--- src/rtl/ppu_pkg.sv ---
// Shared PPU constants and helpers: dot-window boundaries for the background
// pixel pipe and the attribute-quadrant selector.
package ppu_pkg;

  localparam int unsigned DOT_LAST_DEFAULT = 340;

  localparam logic [8:0] DOT_SHIFT_A_FIRST = 9'd2;
  localparam logic [8:0] DOT_SHIFT_A_LAST  = 9'd257;
  localparam logic [8:0] DOT_SHIFT_B_FIRST = 9'd322;
  localparam logic [8:0] DOT_SHIFT_B_LAST  = 9'd337;
  localparam logic [8:0] DOT_RELOAD_FIRST  = 9'd9;
  localparam logic [8:0] DOT_PIX_FIRST     = 9'd1;
  localparam logic [8:0] DOT_PIX_LAST      = 9'd256;
  localparam logic [8:0] DOT_CLIP_LAST     = 9'd8;

  typedef struct packed {
    logic at_hi;
    logic at_lo;
    logic pat_hi;
    logic pat_lo;
  } bg_pix_t;

  // Each attribute byte covers four 2x2-tile quadrants, two bits apiece.
  function automatic logic [1:0] attr_select(input logic [7:0] at_byte,
                                             input logic [1:0] quad);
    logic [1:0] r;
    case (quad)
      2'd0:    r = at_byte[1:0];
      2'd1:    r = at_byte[3:2];
      2'd2:    r = at_byte[5:4];
      default: r = at_byte[7:6];
    endcase
    return r;
  endfunction

  function automatic logic in_range(input logic [8:0] v,
                                    input logic [8:0] lo,
                                    input logic [8:0] hi);
    return (v >= lo) && (v <= hi);
  endfunction

endpackage

--- src/rtl/ppu_bg_shifter.sv ---
// 16-bit background shifter: shifts left one bit per dot, and on a tile
// boundary shifts while dropping the next tile's byte into the low half.
module ppu_bg_shifter (
  input  logic        clk,
  input  logic        rst,
  input  logic        shift_i,
  input  logic        reload_i,
  input  logic [7:0]  load_i,
  output logic [15:0] q_o
);

  logic [15:0] sh_q, sh_d;

  always_comb begin
    sh_d = sh_q;
    if (reload_i) begin
      sh_d = {sh_q[14:7], load_i};
    end else if (shift_i) begin
      sh_d = {sh_q[14:0], 1'b0};
    end
  end

  always_ff @(posedge clk) begin
    if (rst) begin
      sh_q <= '0;
    end else begin
      sh_q <= sh_d;
    end
  end

  assign q_o = sh_q;

endmodule

--- src/rtl/ppu_bg_pixel_pipe.sv ---
// Background pixel pipe: latches fetched attribute/pattern bytes, reloads them
// into shifters at tile boundaries and emits one fine-X-selected index per dot.
module ppu_bg_pixel_pipe
  import ppu_pkg::*;
#(
  parameter int CLK_PER_DOT = 4,
  parameter int LAST_DOT    = DOT_LAST_DEFAULT
) (
  input  logic       clk,
  input  logic       rst,
  input  logic       line_start,
  input  logic       row_visible,
  input  logic       render_en,
  input  logic [7:0] vram_data,
  input  logic       at_we,
  input  logic       ptl_we,
  input  logic       pth_we,
  input  logic [1:0] at_quad,
  input  logic [2:0] fine_x,
  input  logic       bg_en,
  input  logic       bg_left_en,
  output logic [3:0] pix,
  output logic       pix_valid,
  output logic [8:0] dot_cnt
);

  localparam int PH_W = (CLK_PER_DOT > 1) ? $clog2(CLK_PER_DOT) : 1;

  logic [PH_W-1:0] phase_q, phase_d;
  logic [8:0]      dot_q, dot_d;
  logic [1:0]      at_lat_q, at_lat_d;
  logic [7:0]      lo_lat_q, lo_lat_d;
  logic [7:0]      hi_lat_q, hi_lat_d;
  bg_pix_t         pix_q, pix_d;
  logic            pix_valid_q, pix_valid_d;

  logic            tick;
  logic            shift_win;
  logic            reload;
  logic            sample;
  logic            clip;
  logic [3:0]      bit_idx;
  bg_pix_t         raw_pix;
  logic [15:0]     pat_lo_sh, pat_hi_sh, at_lo_sh, at_hi_sh;

  assign tick = (phase_q == PH_W'(CLK_PER_DOT - 1));

  assign shift_win = tick && render_en &&
                     (in_range(dot_q, DOT_SHIFT_A_FIRST, DOT_SHIFT_A_LAST) ||
                      in_range(dot_q, DOT_SHIFT_B_FIRST, DOT_SHIFT_B_LAST));

  // Tile boundaries fall on dots ending in 3'b001, from dot 9 onward.
  assign reload = shift_win && (dot_q[2:0] == 3'd1) && (dot_q >= DOT_RELOAD_FIRST);

  assign sample = tick && row_visible && in_range(dot_q, DOT_PIX_FIRST, DOT_PIX_LAST);
  assign clip   = !bg_left_en && (dot_q <= DOT_CLIP_LAST);

  always_comb begin
    phase_d = tick ? '0 : phase_q + PH_W'(1);
    dot_d   = dot_q;
    if (tick && (dot_q < 9'(LAST_DOT))) begin
      dot_d = dot_q + 9'd1;
    end
    if (line_start) begin
      phase_d = '0;
      dot_d   = '0;
    end
  end

  // Latches update through registers, so a reload on the same clk sees old values.
  always_comb begin
    at_lat_d = at_lat_q;
    lo_lat_d = lo_lat_q;
    hi_lat_d = hi_lat_q;
    if (at_we) begin
      at_lat_d = attr_select(vram_data, at_quad);
    end
    if (ptl_we) begin
      lo_lat_d = vram_data;
    end
    if (pth_we) begin
      hi_lat_d = vram_data;
    end
  end

  always_comb begin
    bit_idx        = 4'd15 - {1'b0, fine_x};
    raw_pix.at_hi  = at_hi_sh[bit_idx];
    raw_pix.at_lo  = at_lo_sh[bit_idx];
    raw_pix.pat_hi = pat_hi_sh[bit_idx];
    raw_pix.pat_lo = pat_lo_sh[bit_idx];
    pix_d          = pix_q;
    if (sample) begin
      pix_d = (bg_en && !clip) ? raw_pix : '0;
    end
    pix_valid_d = sample;
  end

  always_ff @(posedge clk) begin
    if (rst) begin
      phase_q     <= '0;
      dot_q       <= '0;
      at_lat_q    <= '0;
      lo_lat_q    <= '0;
      hi_lat_q    <= '0;
      pix_q       <= '0;
      pix_valid_q <= 1'b0;
    end else begin
      phase_q     <= phase_d;
      dot_q       <= dot_d;
      at_lat_q    <= at_lat_d;
      lo_lat_q    <= lo_lat_d;
      hi_lat_q    <= hi_lat_d;
      pix_q       <= pix_d;
      pix_valid_q <= pix_valid_d;
    end
  end

  ppu_bg_shifter u_pat_lo (
    .clk      (clk),
    .rst      (rst),
    .shift_i  (shift_win),
    .reload_i (reload),
    .load_i   (lo_lat_q),
    .q_o      (pat_lo_sh)
  );

  ppu_bg_shifter u_pat_hi (
    .clk      (clk),
    .rst      (rst),
    .shift_i  (shift_win),
    .reload_i (reload),
    .load_i   (hi_lat_q),
    .q_o      (pat_hi_sh)
  );

  ppu_bg_shifter u_at_lo (
    .clk      (clk),
    .rst      (rst),
    .shift_i  (shift_win),
    .reload_i (reload),
    .load_i   ({8{at_lat_q[0]}}),
    .q_o      (at_lo_sh)
  );

  ppu_bg_shifter u_at_hi (
    .clk      (clk),
    .rst      (rst),
    .shift_i  (shift_win),
    .reload_i (reload),
    .load_i   ({8{at_lat_q[1]}}),
    .q_o      (at_hi_sh)
  );

  assign pix       = pix_q;
  assign pix_valid = pix_valid_q;
  assign dot_cnt   = dot_q;

endmodule

--- config.mk ---
export PLATFORM = sky130hd
export DESIGN_NAME = ppu_bg_pixel_pipe
export DESIGN_NICKNAME = d
export VERILOG_FILES = /design/src/rtl/ppu_pkg.sv /design/src/rtl/ppu_bg_shifter.sv /design/src/rtl/ppu_bg_pixel_pipe.sv
export SDC_FILE = /design/constraint.sdc
export NUM_CORES = 1
export LEC_CHECK = 0
export ABC_CLOCK_PERIOD_IN_PS = 2900
export BUFFER_PORTS_ARGS = -buffer_cell sky130_fd_sc_hd__buf_2
export CAP_MARGIN = 10
export CORE_MARGIN = 2
export CORE_UTILIZATION = 59
export DETAILED_ROUTE_END_ITERATION = 8
export PLACE_DENSITY_LB_ADDON = 0.12
export SYNTH_ARGS = -nofsm -noshare
export SYNTH_HDL_FRONTEND = slang
export SYNTH_SLANG_ARGS = --single-unit
--- constraint.sdc ---
create_clock -name clk -period 2.9 [get_ports clk]
set_input_delay 0.725 -clock clk [delete_from_list [all_inputs] [get_ports clk]]
set_output_delay 0.725 -clock clk [all_outputs]
set_load 0.02 [all_outputs]
# Word level (Yosys, flattened, before mapping)
# Index checks and enable logic that the tools add are counted.
word_totals:
  out_inout_bits: 14
  inputBits: 23
  regBits: 98
  wordCells: 68
op_classes:
  mux: 18
  addsub: 3
  n_reduce_logical: 19
  n_eq_ne: 4
  order_cmp: 10
ops:
  columns: ["cell", "n"]
  rows:
  - ["16-bit 2-to-1 mux", 8]
  - ["9-bit less-or-equal comparator, second input constant", 3]
  - ["1-bit binary-select mux with 4-bit select", 4]
  - ["1-bit logical AND", 12]
  - ["9-bit by 1-bit adder with 9-bit output, second input constant", 1]
  - ["9-bit by 1-bit >= comparator with 1-bit output, second input constant", 1]
  - ["9-bit by 2-bit >= comparator with 1-bit output, second input constant", 1]
  - ["9-bit by 4-bit >= comparator with 1-bit output, second input constant", 1]
  - ["9-bit >= comparator, second input constant", 1]
  - ["9-bit by 4-bit less-or-equal comparator with 1-bit output, second input constant", 1]
  - ["9-bit less-than comparator, second input constant", 1]
  - ["2-bit case mux with 3 select lines", 1]
  - ["4-bit by 5-bit less-than comparator with 1-bit output, second input constant", 1]
  - ["2-bit equality test, second input constant", 2]
  - ["1-bit 2-to-1 mux", 4]
  - ["4-bit 2-to-1 mux", 1]
  - ["4-bit by 3-bit subtractor with 4-bit output, first input constant", 1]
  - ["3-bit by 1-bit equality test with 1-bit output, second input constant", 1]
  - ["3-bit OR reduction", 1]
  - ["2-bit by 1-bit adder with 2-bit output, second input constant", 1]
  - ["2-bit by 1-bit equality test with 1-bit output, second input constant", 1]
  - ["1-bit logical NOT", 2]
  - ["2-bit logical NOT", 1]
  - ["2-bit nonzero test", 1]
  - ["2 further kinds", 2]

# Depth between registers and ports, before layout
# Gate-level depths: netlist of the first run.
depth:
  ltp_word: 7
  mapped_depth: 11
  depth_no_buf: 8

# Modules after synthesis
# Synthesis of the first run repeated with hierarchy kept, for this count alone.
unflattened:
  cells_unflattened: 499
  area_unflattened_um2: 5014.8
by_module_without_submodules:
  columns: ["module", "cells_each", "area_each_um2", "n_inst", "seq_area_each_um2"]
  rows:
  - ["ppu_bg_shifter", 79, 783.3, 4, 320.3]
  - ["ppu_bg_pixel_pipe", 183, 1881.8, 1, 680.7]

# Least setup slack after synthesis of the first run
# OpenSTA, ideal clock, no wires.
synth_path:
  path_type: "register to register"
  from: "reg dot_q[1], in the netlist dot_cnt[1]"
  to: "reg u_pat_hi.sh_q[3], in the netlist u_pat_hi.q_o[3]"
  period_less_slack_ns: 2.396
  stages_incl_launch_ff: 11
  setup_time_ns: 0.122
  path_buffers: 2
  t_arrival_ns: 2.274
  slack_ns: 0.504
  required_time_ns: 2.778
  path_cell_list: "dfxtp_1 > clkbuf_1 > inv_1 > ha_1 > o21bai_1 > a2bb2oi_1 > o21ai_0 > and2_1 > nor2b_1 > buf_6 > a221o_1"
synth_between:
  elab_chain_cells: 7
  word_cells_on_any_way: 14
  cone_classes: "5 x order compare; 1 x eq/ne; 1 x mux; 7 x reduce/logical"
synth_rtl:
  columns: ["element", "line_no", "text"]
  rows:
  - ["start, declared", "ppu_bg_pixel_pipe.sv:30", "logic [8:0] dot_q, dot_d;"]
  - ["start signal, assigned", "ppu_bg_pixel_pipe.sv:110", "dot_q <= dot_d;"]
  - ["9-bit by 2-bit >= comparator with 1-bit output (tied with other cells)", "ppu_pkg.sv:39", "return (v >= lo) && (v <= hi);"]
  - ["1-bit logical AND", "ppu_pkg.sv:39", null]
  - ["1-bit logical OR", "ppu_bg_pixel_pipe.sv:49", "(in_range(dot_q, DOT_SHIFT_A_FIRST, DOT_SHIFT_A_LAST) ||"]
  - ["1-bit logical AND", "ppu_bg_pixel_pipe.sv:48", "assign shift_win = tick && render_en &&"]
  - ["1-bit logical AND (2 in series)", "ppu_bg_pixel_pipe.sv:53", "assign reload = shift_win && (dot_q[2:0] == 3'd1) && (dot_q >= DOT_RELOAD_FIRST);"]
  - ["16-bit 2-to-1 mux or 2-bit nonzero test (tied branches)", null, null]
  - ["end signal, assigned", "ppu_bg_shifter.sv:25", "sh_q <= '0;"]
  - ["end signal, assigned", "ppu_bg_shifter.sv:27", "sh_q <= sh_d;"]
  - ["end, declared", "ppu_bg_shifter.sv:12", "logic [15:0] sh_q, sh_d;"]
# Parallel ways exist; a longest one is shown, timed or not.
# A chain may end at the register's enable or synchronous reset.

# Worst setup path in the final report of the first run
layout_path:
  from: "reg dot_q[1], in the netlist dot_cnt[1]"
  to: "reg u_pat_hi.sh_q[7], in the netlist u_pat_hi.q_o[7]"
# Same word-level chain as after synthesis.

==> impl_results.md, run 1 <==
- CP arrival: 2.88 ns
- Boundary pin count: 37
- Leakage Power: 1.68 nW
- Post-DP HPWL: 5660 um
- Root buf cell: clkbuf_8
- Syn_nets: 481
- Detailed Route WL: 8300 um
- Top_reg_cell synth: dfxtp_1
- Cell variety after synth: 44
- Layout cell share with drive strength beyond 1: 15.9%
- Setup TNS: 0 ns
- Hold Crit Class: flip-flop to flip-flop
- Port bufs: 36
- Avg Inst Size Synth: 9.11 um^2
- Avg WL per Cell: 14.5 um
- Ant. Diodes: 0
- DR DRC count: 0
- Via count: 3,297
- Critical Path Start: dot_cnt[1]
- RSZ-0062 raised after global routing: false
- Critical R2R Launch: dot_cnt[1]
- Power density over the cells: 525 nW/um^2
- Total power: 2.39 mW
- Register area share after synthesis: 47.4%
- Fin crit period: 2.58 ns
- Outcome: finished, final reports clean
- Startpoint types: flip-flop
- GR Overflow Total: 0
- Die Area: 7690 um^2
- Routing usage on met3: 3.68%
- Initial Utilization: 60.9%
- Synth Instances: 454
- Crit. End Element: flip-flop
- Number of hold buffers added after cts: 0
- Most common cell after layout, fill and taps aside: dfxtp_1
- First-pass GRT wire length: 13,900 um
- Die Wd: 87.7 um
- Final setup vio count: 0
- Clock transition at path regs: 0.09 ns
- Fmax: 387 MHz
- Core Region: 6790 um^2
- Area fraction of the dominant cell type after synthesis: 47.4%
- Synthesized area: 4140 um^2
- Die height: 87.7 um
- Placement Rows: 30
- Largest net degree at the start of global routing: 54
- Latest clock arrival within the worst-skew pair: 0.36 ns
- CP required: 3.20 ns
- Busiest grt layer: met2
- Final Max Slew Viols: 0
- Antenna-violating nets left: 0
- Filler Cell Count: 558
- CTS H-tree depth: 3
- Drt pass-1 iters: 4
- Top cell type by total area after synthesis: dfxtp_1
- Maximum VDD drop: 0.406 mV
- RePlAce Congestion: 0.839
- Yosys Warn Count: 0
- Area growth syn-to-layout: 9.92%
- Initial antenna violation count: 0
- Via density per instance: 5.74
- CTS tree: built
- CTS sink cnt: 98
- Routing usage on met2: 35.5%
- Synth top area cells: dfxtp_1 47%, nand2_1 7.9%, mux4_2 5.4%
- Total of max-cap violations: 0
- Tcrit/Tclk final: 89.1%
- GR Util All Layers: 22.9%
- Min-delay src: phase_q[0]
- Tightest Pin Transition: 0.825 ns
- CTS resizes: 0
- Post-CTS setup buffer count: 0
- DRT iter0 DRCs: 249
- Worst-path maximum fanout: 12
- Post-synthesis register bit count: 98
- Worst relative slew slack: 44.9%
- Ys async rst share: 0%
- Post-synth EDFFs: 0
- Vias in the first global route: 2,950
- Hold Fails Final Rpt: 0
- Most frequent cells in the layout: 98 x dfxtp_1, 87 x nand2_1, 41 x a21oi_1, 36 x buf_2, 34 x nor2_1
- Clk buf depth: 2
- CTS buffer count: 9
- Fin nets: 500
- Critical path class: flip-flop to flip-flop
- Fin Clk Skew: 0.0134 ns
- Grt met1 use: 32.8%
## worst paths after layout
path	endpoint	slack [ns]	cells past startpoint
worst max register to register	u_pat_hi.q_o[7]	0.32	8
worst min-delay path	phase_q[0]	0.44	1
worst max-delay path	u_pat_hi.q_o[7]	0.32	8
worst min register to register	phase_q[0]	0.44	1
## cells by family after synthesis
family	share of synthesized area, %
flops	47.4
compound gates	14.1
mux	10.8
fa+ha+maj	1.21
simple gates	20.4
xor+xnor	1.27
buf+inv	4.81
## layout make-up
cell class,instances,area (um^2),area share (%)
timing repair buffer,44,253,5.56
clock inverter,6,71.3,1.57
sequential,98,1960,43.2
multi-input combinational,316,1990,43.7
tap,96,120,2.64
clock buffer,10,138,3.03
inverter,4,15.0,0.330
## where the power goes
part	total [mW]	switching, mW	internal (mW)
Clock	0.914	0.481	0.433
Combinational	0.0992	0.0570	0.0422
Sequential	1.37	0.0109	1.36
## sequential cells by signal, indices dropped and copies added, names as in the netlist
register      count
u_pat_hi.q_o     16
dot_cnt           9
u_at_hi.q_o      16
phase_q           2
at_lat_q          2
pix_valid         1
pix               4
u_at_lo.q_o      16
lo_lat_q          8
hi_lat_q          8
u_pat_lo.q_o     16
## synth_stat cells (all sizes together) (3+ instances only)
cell	count
a22oi	4
nand3	24
nor3	4
clkbuf	16
nor2b	8
a31oi	15
a21oi	41
ha	4
xor2	5
buf	20
and4b	3
o21ai	7
nor2	34
inv	4
mux2i	22
nand2	87
dfxtp	98
mux4	10
a221o	12
nor3b	5
nand4	3
and2	8
and3	3
## metal layers
layer | share of wire [%] | up-vias
met1 | 49 | 1585
met3 | 3.8 | 8
li1 | - | 1631
met4 | 0.89 | 0
met2 | 47 | 73
met5 | 0 | -
## critical path, stage by stage (launching register included)
cell and delay (ns):
dfxtp_1 0.41, inv_1 0.14, ha_1 0.21, o21bai_1 0.15
a2bb2oi_1 0.10, o21ai_0 0.28, and2_1 0.27, nor2b_1 0.70
a221o_1 0.27
## stage by stage
stage	util [%]	hold slack (ns)	std cells	setup slack, ns	area (um^2)
floorplan	-	0.404	454	0.504	4140
global placement	63.8	0.414	558	0.505	4340
detailed placement	63.8	0.434	558	0.393	4340
CTS	66.9	0.447	574	0.317	4550
global route	66.9	0.464	574	0.0896	4550
finish	66.9	0.440	574	0.317	4550
Note: power is estimated with default switching activity, not from simulation.
==> run 2: changes to the inputs <==
--- a/config.mk
+++ b/config.mk
@@ -9,9 +9,10 @@
 export BUFFER_PORTS_ARGS = -buffer_cell sky130_fd_sc_hd__buf_2
 export CAP_MARGIN = 10
 export CORE_MARGIN = 2
-export CORE_UTILIZATION = 59
+export CORE_UTILIZATION = 60
 export DETAILED_ROUTE_END_ITERATION = 8
 export PLACE_DENSITY_LB_ADDON = 0.12
 export SYNTH_ARGS = -nofsm -noshare
 export SYNTH_HDL_FRONTEND = slang
+export SYNTH_HIERARCHICAL = 1
 export SYNTH_SLANG_ARGS = --single-unit
==> impl_results.md, run 2 <==
- Leakage Power: 1.79 nW (+6.3%)
- Root buf cell: clkbuf_8
- Placement Cell Area: 4900 um^2 (+13%)
- Tightest Pin Transition: 0.603 ns (-0.223 ns)
- Synthesized area: 4980 um^2 (+21%)
- Initial antenna violation count: 0 (unchanged)
- Maximum VDD drop: 0.280 mV (-31%)
- Min-delay src: phase_q[0]
- Initial Utilization: 61.3% (+0.42 points)
- Layout cell share with drive strength beyond 1: 22.9% (+7.0 points)
- CP required: 3.19 ns (about the same)
- Non-Filler Instances: 590 (+2.8%)
- Die Wd: 95.2 um (+8.5%)
- CTS buffer count: 9 (unchanged)
- Yosys Warn Count: 6 (+6)
- Setup TNS: 0 ns (unchanged)
- Syn_nets: 522 (+8.5%)
- Clock transition at path regs: 0.10 ns (about the same)
- CTS sink cnt: 98 (unchanged)
- Placed Cells: 575 (+3.0%)
- GR Overflow Total: 0 (unchanged)
- Antenna-violating nets left: 0 (unchanged)
- Die height: 95.2 um (+8.5%)
- Fin nets: 508 (+1.6%)
- Fin crit period: 2.56 ns (-0.0183 ns)
- Area growth syn-to-layout: 2.61%
- Latest clock arrival within the worst-skew pair: 0.37 ns (about the same)
- Hold Crit Class: flip-flop to flip-flop
- Crit. End Element: flip-flop
- Largest net degree at the start of global routing: 105 (+94%)
- Reg2reg setup slack: 0.34 ns (+0.02 ns)
- Post-CTS setup buffer count: 0 (unchanged)
- Final Max Slew Viols: 0 (unchanged)
- Port bufs: 36 (unchanged)
- Core Region: 8130 um^2 (+20%)
- Worst R2R End: u_pat_lo/q_o[0]
- Critical R2R Launch: dot_cnt[1]
- Worst relative slew slack: 59.3% (+14 points)
- Critical path class: flip-flop to flip-flop
- CTS tree: built
- Power density over the cells: 479 nW/um^2 (-8.7%)
- GR Util All Layers: 19.9% (-3.0 points)
- Via density per instance: 5.74 (-0.14%)
- Die Area: 9050 um^2 (+18%)
- Hold Fails Final Rpt: 0 (unchanged)
- Fin Clk Skew: 0.0105 ns (-0.00288 ns)
- Outcome: finished, final reports clean
- RSZ-0062 raised after global routing: false
- DR DRC count: 0 (unchanged)
- Synth Instances: 495 (+9.0%)
- Fmax: 390 MHz (+0.71%)
- Total of max-cap violations: 0 (unchanged)
- Worst-path maximum fanout: 104 (+92)
- Startpoint types: flip-flop
- Worst R2R Path Depth: 9 (+1)
- CTS resizes: 0 (unchanged)
- DRT iter0 DRCs: 173 (-31%)
- Final Instance Area: 5110 um^2 (+13%)
- First-pass GRT wire length: 14,400 um (+3.4%)
- Avg WL per Cell: 14.5 um (+0.46%)
- Ant. Diodes: 0 (unchanged)
- Filler Cell Count: 698 (+25%)
- Via count: 3,384 (+2.6%)
- Hold Path End: phase_q[0]
- CP arrival: 2.86 ns (-0.02 ns)
- RePlAce Congestion: 0.761 (-9.4%)
- Drt pass-1 iters: 4 (unchanged)
- Placement Rows: 33 (+10%)
- Clk buf depth: 2 (unchanged)
- CTS H-tree depth: 3 (unchanged)
- Final setup vio count: 0 (unchanged)
- Most frequent cells in the layout: 98 x dfxtp_1, 50 x mux2i_1, 41 x a21oi_1
- Vias in the first global route: 3,071 (+4.1%)
- Detailed Route WL: 8570 um (+3.3%)
- Most common cell after layout, fill and taps aside: dfxtp_1
- Hold depth: 1 (unchanged)
- Number of hold buffers added after cts: 0 (unchanged)
- Boundary pin count: 37 (unchanged)
- Avg Inst Size Synth: 10.1 um^2 (+11%)
- Tcrit/Tclk final: 88.4% (-0.63 points)
- Post-DP HPWL: 5300 um (-6.5%)
[run 2: cell types whose count changed in the layout (fill, tap and decap cells not counted), moves of 6 or more]
cell	before	now
mux2i_1	22	50
nand3_1	23	3
a211oi_1	0	29
nor2b_2	0	28
or3b_1	0	36
nand2_1	87	6
a221o_1	12	0
a31oi_1	15	0
o21ai_0	6	36
and2_1	6	0
[run 2: final cells by class]
cell class	instances	area [um^2]	area share [%]
inverter	12	45.0	0.881
clock inverter	5	87.6	1.71
timing repair buffer	42	254	4.97
tap	105	131	2.57
multi-input combinational	318	2510	49.0
sequential	98	1960	38.4
clock buffer	10	128	2.50
[run 2: worst max path at each step]
| stage | depth (start not counted) | slack, ns | startpoint | endpoint |
|---|---|---|---|---|
| 6_report | 9 | 0.34 | dot_cnt[1] | u_pat_lo/q_o[0] |
| 3_3_place_gp | 9 | 0.33 | dot_cnt[1] | u_at_lo/q_o[0] |
| 4_1_cts | 9 | 0.23 | dot_cnt[1] | u_at_lo/q_o[11] |
| 3_5_place_dp | 9 | 0.28 | dot_cnt[1] | u_at_lo/q_o[11] |
| 2_1_floorplan | 8 | 0.01 | dot_cnt[0] | u_at_hi/q_o[6] |
| 5_1_grt | 9 | 0.12 | dot_cnt[1] | u_at_lo/q_o[14] |
[run 2: worst max-delay path: stages (launching register included)]
cell and delay (ns):
dfxtp_1 0.52, inv_1 0.10, ha_1 0.22, o21ba_2 0.25, o41ai_1 0.06, a21oi_1 0.41
a211oi_4 0.13, buf_12 0.23, or3b_1 0.40, a21oi_1 0.15
[run 2: metal layers]
metal | part of all wire (%) | up-vias | track usage (%)
li1 | - | 1727 | -
met1 | 49 | 1593 | 28.1
met2 | 46 | 54 | 30.4
met3 | 3.5 | 10 | 3.40
met4 | 1.5 | 0 | 7.97
met5 | 0 | - | 0
[run 2: where the power goes]
part / internal (mW) / switching [mW] / total, mW
combinational: 0.0449 / 0.0577 / 0.103
sequential: 1.36 / 0.0181 / 1.38
clock: 0.491 / 0.479 / 0.969
[run 2: through the flow]
| stage | worst slack (ns) | hold WS [ns] | util, % | total power, mW |
|---|---|---|---|---|
| CTS | 0.229 | 0.449 | 62.8 | 2.48 |
| finish | 0.336 | 0.442 | 62.9 | 2.45 |
| detailed placement | 0.277 | 0.436 | 60.2 | 1.52 |
| floorplan | 0.0147 | 0.408 | - | 1.48 |
| global route | 0.121 | 0.451 | 62.9 | 2.55 |
| global placement | 0.328 | 0.416 | 60.2 | 1.51 |
==> run 3: changes to the inputs <==
--- a/config.mk
+++ b/config.mk
@@ -8,11 +8,10 @@
 export ABC_CLOCK_PERIOD_IN_PS = 2900
 export BUFFER_PORTS_ARGS = -buffer_cell sky130_fd_sc_hd__buf_2
 export CAP_MARGIN = 10
-export CORE_MARGIN = 2
-export CORE_UTILIZATION = 60
+export CORE_UTILIZATION = 59
 export DETAILED_ROUTE_END_ITERATION = 8
 export PLACE_DENSITY_LB_ADDON = 0.12
+export RECOVER_POWER = 100
 export SYNTH_ARGS = -nofsm -noshare
 export SYNTH_HDL_FRONTEND = slang
-export SYNTH_HIERARCHICAL = 1
 export SYNTH_SLANG_ARGS = --single-unit
==> impl_results.md, run 3 (synthesized netlist as in run 1, its figures left out) <==
- Final Max Slew Viols: 0 (unchanged)
- Psw: 0.560 mW (+0.96%)
- Post-DP HPWL: 5610 um (+6.0%)
- Hold Fails Final Rpt: 0 (unchanged)
- Number of hold buffers added after cts: 0 (unchanged)
- Share of the core filled with cells: 66.3% (+3.4 points)
- Combinational group share of total power: 4.3% (about the same)
- Wire length on met2: 3820 um (-2.5%)
- Die height: 85.7 um (-9.9%)
- Tightest Pin Transition: 1.02 ns (+0.415 ns)
- Clock transition at path regs: 0.09 ns (about the same)
- Filler Cell Count: 575 (-18%)
- Hold Crit Class: flip-flop to flip-flop
- Drt pass-1 iters: 4 (unchanged)
- Clk buf depth: 2 (unchanged)
- Sequential Power Share: 57.9% (+1.6 points)
- CTS buffer count: 9 (unchanged)
- Fin Clk Skew: 0.0119 ns (+0.00146 ns)
- Latest clock arrival within the worst-skew pair: 0.36 ns (about the same)
- Initial antenna violation count: 0 (unchanged)
- Die Area: 7350 um^2 (-19%)
- CTS resizes: 0 (unchanged)
- CP cell instances: inv_1, ha_1, o21bai_1, a2bb2oi_1, o32ai_1, nor2b_4, clkbuf_4, and2_4, a221o_1
- Fin nets: 500 (-1.6%)
- Top layer reached by signal wires: met4
- Crit. End Element: flip-flop
- Sw frac: 23.6% (+0.98 points)
- Port bufs: 36 (unchanged)
- Placement Cell Area: 4340 um^2 (-11%)
- Detailed Route WL: 8420 um (-1.9%)
- Via density per instance: 5.64 (-1.6%)
- Reg2reg setup slack: 0.25 ns (-0.08 ns)
- Initial Utilization: 60.9% (-0.42 points)
- Min-delay src: phase_q[0]
- CTS sink cnt: 98 (unchanged)
- Core Region: 6790 um^2 (-16%)
- Post-CTS setup buffer count: 0 (unchanged)
- Startpoint types: flip-flop
- Root buf cell: clkbuf_8
- RSZ-0062 raised after global routing: false
- Hold depth: 1 (unchanged)
- Fin crit period: 2.65 ns (+0.0810 ns)
- M1 wire length: 4190 um (-0.90%)
- Ant. Diodes: 0 (unchanged)
- CTS tree: built
- CTS H-tree depth: 3 (unchanged)
- Clk pwr share: 37.8% (-1.7 points)
- Layout cell share with drive strength beyond 1: 11.7% (-11 points)
- Antenna-violating nets left: 0 (unchanged)
- Tcrit/Tclk final: 91.2% (+2.8 points)
- Worst slack, placed: 0.395 ns (+0.118 ns)
- Worst relative slew slack: 32.2% (-27 points)
- Worst R2R Path Depth: 9 (unchanged)
- Critical Path Start: dot_cnt[1]
- Leakage Power: 1.60 nW (-11%)
- Maximum VDD drop: 0.318 mV (+14%)
- Internal: 1.81 mW (-4.5%)
- Total of max-cap violations: 0 (unchanged)
- Max incr delay on CP: 0.55 ns (+0.03 ns)
- Final worst setup slack: 0.255 ns (-0.0810 ns)
- Most common cell after layout, fill and taps aside: dfxtp_1
- DR DRC count: 0 (unchanged)
- RePlAce Congestion: 0.824 (+8.3%)
- Worst R2R End: u_pat_hi.q_o[4]
- GR Util All Layers: 24.8% (+4.8 points)
- Final Instance Area: 4500 um^2 (-12%)
- Worst-path maximum fanout: 53 (-49%)
- Outcome: finished, final reports clean
- DRT iter0 DRCs: 211 (+22%)
- CP required: 3.15 ns (-0.04 ns)
- Met3 WL: 250 um (-16%)
- Fmax: 378 MHz (-3.1%)
- Vias in the first global route: 2,919 (-4.9%)
- Critical path class: flip-flop to flip-flop
- Power density over the cells: 527 nW/um^2 (+9.9%)
- CP max stage cell: dfxtp_1
- Setup TNS: 0 ns (unchanged)
- Largest net degree at the start of global routing: 54 (-49%)
- Avg WL per Cell: 14.7 um (+0.88%)
- Most frequent cells in the layout: 98 x dfxtp_1, 87 x nand2_1, 41 x a21oi_1, 34 x nor2_1, 23 x nand3_1
- First-pass GRT wire length: 14,300 um (-0.62%)
- Boundary pin count: 37 (unchanged)
- Final setup vio count: 0 (unchanged)
- Via count: 3,240 (-4.3%)
- CP arrival: 2.90 ns (+0.04 ns)
- Placement Rows: 30 (-9.1%)
- Hold_ws: 0.448 ns (+0.00652 ns)
- Die Wd: 85.7 um (-9.9%)
- GR Overflow Total: 0 (unchanged)
- Critical R2R Launch: dot_cnt[1]
- Area growth syn-to-layout: 8.87%
- CP endpoint: u_pat_hi.q_o[4]
==> run 3: final cells by class <==
class | count | area [um^2] | share of cell area (%)
Timing Repair Buffer | 44 | 218 | 4.84
Sequential cell | 98 | 1960 | 43.6
Clock inverter | 6 | 72.6 | 1.61
Inverter | 4 | 15.0 | 0.334
Multi-Input combinational cell | 316 | 1990 | 44.1
Clock buffer | 10 | 128 | 2.83
Tap cell | 96 | 120 | 2.67
==> run 3: layer usage <==
metal | GRT usage [%] | vias up
met3 | 3.75 | 11
met2 | 36.7 | 60
met1 | 36.3 | 1537
met4 | 10.5 | 0
met5 | 0 | -
li1 | - | 1632
==> run 3: through the flow <==
| stage | instances | power, mW |
|---|---|---|
| after CTS | 574 | 2.39 |
| after detailed placement | 558 | 1.51 |
| after global placement | 558 | 1.50 |
| final | 574 | 2.37 |
| after global routing | 574 | 2.46 |
| after floorplan | 454 | 1.46 |
==> run 3: worst min path at each step <==
stage | endpoint | slack [ns]
finish | phase_q[0] | 0.45
global route | phase_q[0] | 0.46
CTS | phase_q[0] | 0.45
detailed placement | phase_q[0] | 0.44
global placement | phase_q[0] | 0.43
floorplan | phase_q[0] | 0.40
==> run 3: power groups by stage <==
stage | clock network (mW) | logic, mW | registers (mW)
global route | 0.974 | 0.112 | 1.37
global placement | 0 | 0.0999 | 1.40
floorplan | 0 | 0.0659 | 1.40
detailed placement | 0 | 0.102 | 1.40
CTS | 0.915 | 0.103 | 1.37
finish | 0.898 | 0.102 | 1.37
==> run 3: worst max-delay path: cells and delay by family, from the launching register on <==
kind	cells	cell delay (ns)
AOI/OAI and AO/OA	4	0.84
buffers and inverters	2	0.48
and+or+nand+nor	2	0.44
adders and majority gates	1	0.22
DFF	1	0.55
